===== src/rtl/mux4_scan_ctrl.sv =====
// Scan sequencer for a 4:1 bit mux. It steps the selects through channels 0..3 and holds each one
// for DWELL cycles, then delivers all four captured bits as one word with a valid pulse.
// Optional build macro: MUX4_SCAN_CONTINUOUS_EN (free-running scans after the first start).
module mux4_scan_ctrl #(
   parameter int DWELL = 4
) (
   input  logic       clk,
   input  logic       rst,
   input  logic       start,
   input  logic       q,
   output logic       s1,
   output logic       s0,
   output logic [3:0] sample,
   output logic       valid,
   output logic       busy,
   output logic       state_dbg
);

   localparam int CW = (DWELL > 1) ? $clog2(DWELL) : 1;
   localparam logic [CW-1:0] CNT_LAST = CW'(DWELL - 1);

   typedef enum logic {
      IDLE = 1'b0,
      SCAN = 1'b1
   } state_t;

   state_t          state;
   logic [CW-1:0]   cnt;
   logic [1:0]      ch;
   logic [2:0]      shadow;
   logic            dwell_done;

   // With DWELL==1 every SCAN cycle closes a dwell and cnt stays at zero.
   assign dwell_done = (DWELL == 1) ? 1'b1 : (cnt == CNT_LAST);

   assign s1        = ch[1];
   assign s0        = ch[0];
   assign state_dbg = (state == SCAN);

   always_ff @(posedge clk) begin
      if (rst) begin
         state  <= IDLE;
         cnt    <= '0;
         ch     <= 2'd0;
         shadow <= 3'b000;
         sample <= 4'b0000;
         valid  <= 1'b0;
         busy   <= 1'b0;
      end else begin
         valid <= 1'b0;
         case (state)
            IDLE: begin
               if (start) begin
                  state <= SCAN;
                  ch    <= 2'd0;
                  cnt   <= '0;
                  busy  <= 1'b1;
               end
            end
            SCAN: begin
               if (dwell_done) begin
                  cnt <= '0;
                  if (ch != 2'd3) begin
                     shadow[ch] <= q;
                     ch         <= ch + 2'd1;
                  end else begin
                     // Channel 3 goes straight into sample so the word updates in one edge.
                     sample <= {q, shadow};
                     valid  <= 1'b1;
                     ch     <= 2'd0;
`ifdef MUX4_SCAN_CONTINUOUS_EN
                     state  <= SCAN;
                     busy   <= 1'b1;
`else
                     state  <= IDLE;
                     busy   <= 1'b0;
`endif
                  end
               end else begin
                  cnt <= cnt + 1'b1;
               end
            end
            default: begin
               state <= IDLE;
               busy  <= 1'b0;
            end
         endcase
      end
   end

endmodule

===== config.mk =====
export PLATFORM = sky130hd
export DESIGN_NAME = mux4_scan_ctrl
export DESIGN_NICKNAME = d
export VERILOG_FILES = /design/src/rtl/mux4_scan_ctrl.sv
export SDC_FILE = /design/constraint.sdc
export NUM_CORES = 1
export LEC_CHECK = 0
export ABC_AREA = 1
export CORE_MARGIN = 8
export CORE_UTILIZATION = 30
export CTS_CLUSTER_SIZE = 28
export DETAILED_ROUTE_END_ITERATION = 12
export SYNTH_ARGS = -nofsm -noshare
export SYNTH_HDL_FRONTEND = slang
export SYNTH_SLANG_ARGS = --single-unit

===== constraint.sdc =====
create_clock -name clk -period 1.2 [get_ports clk]
set_clock_uncertainty 0.2 [all_clocks]
set_input_delay 0.24 -clock clk [delete_from_list [all_inputs] [get_ports clk]]
set_output_delay 0.24 -clock clk [all_outputs]
set_load 0.1 [all_outputs]

==> flow_summary.yaml <==
logic_synthesis:
  syn_nets: 108
  yosys_warnings: 0
  synthesis.area_sq_um: 722
  yosysSeqAreaShare: 0.388
  syn_avg_cell_area_sq_um: 7.44
  synth.distinct_cells: 16
  synth_seq_cells: 14
  synth_cells: 97
cts:
  cts_tree: "built"
  clk_path_buf_depth: 2
  clk_pin_slew_ps: 90
  hold_buffers: 0
  insertion_delay_ps: 290
  cts_buffers: 3
  ctsRootBufferMaster: "clkbuf_4"
  cts.sinks: 14
  htreeDepth: 1
floorplanning:
  die_w_um: 65.1
  io_pins: 13
  core_area_sq_mm: 0.00225
  dieArea_sq_mm: 0.00423
  start_util: 0.320
  die_h_um: 65.1
  num_rows: 17
setup_path:
  crit_path_max_incr_delay_ps: 360
  path_max_fanout: 2
  cp.arrival_ps: 910
  crit_required_ps: 760
  end_kind: "output pin"
  cp_slowest_cell: "dfxtp_4"
  worstSetupStartpointType: "flop"
  crit_path_cell_trace: "buf_6 -> buf_12"
  cp-startpoint: "ch[0]"
  critPathTopFamily: "flip-flops"
  path_class: "flop to output pin"
  reg2reg_from: "ch[0]"
  crit_buf_inv: 2
  regToRegSetupSlack_ps: -140
global_routing:
  antenna_found_initial: 0
  use_met2: 0.138
  grtUsageTotal: 0.0799
  grt_pass1_wl_um: 2680
  grt_pass1_vias: 648
  use_met1: 0.0765
  grt_max_degree: 13
  met3_usage: 0.0515
  grt-ovfl-total: 0
  top_usage_layer: "met2"
finish:
  nFillCells: 226
  diodes: 0
  fin_area_sq_mm: 0.00119
  drive_gt1_frac: 0.516
  finalNetCount: 134
  syn2layout_area_growth_pct: 65.5
routing:
  dr.pass1.iters: 2
  vias: 667
  drt_first_iter_violations: 5
  routed_wl_um: 1660
  drc: 0
  ant_nets: 0
  drt-vias-per-instance: 4.45
  wire_per_inst_um: 11.0
timing:
  setup_ws_ps: -155
  max_slew_margin: 0.842
  drv_slew: 0
  rsz0062_at_grt: "yes"
  setup_tns_ps: -1500
  period_needed_ps: 1350
  setup_violations: 17
  fmax_mhz: 738
  period_share: 1.13
  hold_viol: 0
  tightest_slew_ps: 236
placement:
  place_area_sq_mm: 0.00102
  place_ws_ps: -289
  place.gp.congestion: 0.736
  io_buffer_count: 12
  dp_hpwl_um: 1130
power_and_ir_drop:
  finalPower_uw: 999
  p_per_area_mw_per_mm2: 836
  p_leak_nw: 0.557
  ir_drop_mv: 0.616
worst_hold_path:
  hold_start: "rst"
  hold_class: "input pin to flop"
run_status:
  outcome: "complete, but fails checks"
  violations: "setup timing"
run:
  maxCapViolCount: 0
layout make-up:
class	count	area, sq um	area share
inverters	17	80.1	0.0670
multi-input cells	64	435	0.364
repair inverters	1	5.00	0.00419
well taps	28	35.0	0.0293
repair buffers	22	307	0.257
clock buffers	4	26.3	0.0220
flip-flops and latches	14	307	0.257
metal layers:
layer / vias up / wire (um)
met5: - / 0
met4: 0 / 17
met3: 3 / 97
met2: 14 / 804
met1: 301 / 736
li1: 349 / -
sequential cells by signal, summed over array words and instances, names as in the netlist:
name	flops
sample	4
cnt	2
shadow	3
busy	1
state_dbg	1
ch	2
valid	1
final timing paths:
path	endpoint	depth (start not counted)
max	s0	2
min	ch[1]	3
max reg2reg	sample[0]	7
min reg2reg	sample[0]	2
layout by cell type (no fill, tap or decap), drive strengths merged:
master	count
nand3	6
dlymetal6s2s	1
ha	7
a21oi	2
nor2	19
buf	19
nand4	3
inv	16
clkinvlp	2
clkbuf	4
nand2	20
dfxtp	14
clkdlybuf4s50	2
o21ai	7
repair_timing:
action	CTS	global route
endpoints found under the setup margin	19	22
buffers inserted	4	1
cloned	0	1
pin swaps	1	9
resized for setup	9	27
worst register-to-register path: stages, from the launching register on:
cell and delay (ps):
dfxtp_4 370, buf_6 130, ha_4 170, inv_6 50, nor2_8 120, inv_4 60
nor2_1 80, nor2_1 50
per-stage QoR:
stage	utilization	cells	hold slack [ps]
after global routing	0.530	150	210
final	0.530	150	200
after floorplan	-	97	99.4
after CTS	0.488	148	288
after detailed placement	0.452	140	276
after global placement	0.452	140	267
synth_stat cells:
| master | instances | area, sq um |
|---|---|---|
| buf_4 | 1 | 7.51 |
| dfxtp_1 | 14 | 280 |
| nand2_2 | 2 | 12.5 |
| inv_1 | 13 | 48.8 |
| nor2_1 | 17 | 63.8 |
| nor2_2 | 1 | 6.26 |
| nand4_1 | 3 | 18.8 |
| ha_1 | 7 | 87.6 |
| nand3_1 | 6 | 30.0 |
| a21oi_1 | 2 | 10.0 |
| nand2_4 | 1 | 11.3 |
| o21ai_0 | 7 | 35.0 |
| buf_6 | 1 | 11.3 |
| nor2_8 | 1 | 20.0 |
| nand2_1 | 17 | 63.8 |
| inv_2 | 4 | 15.0 |
kinds of logic (layout without fill, tap and decap cells):
group	Yosys count	in the layout	share of synthesized area
buffers and inverters	19	44	0.114
adders and majority gates	7	7	0.121
DFF	14	14	0.388
and+or+nand+nor	48	48	0.314
AOI/OAI and AO/OA	9	9	0.0624
where the power goes:
group	internal (mW)	switching [mW]	total, mW
combinational	0.0909	0.133	0.224
sequential	0.474	0.0157	0.490
clock	0.129	0.156	0.285
Power figures use the tool's default switching activity.
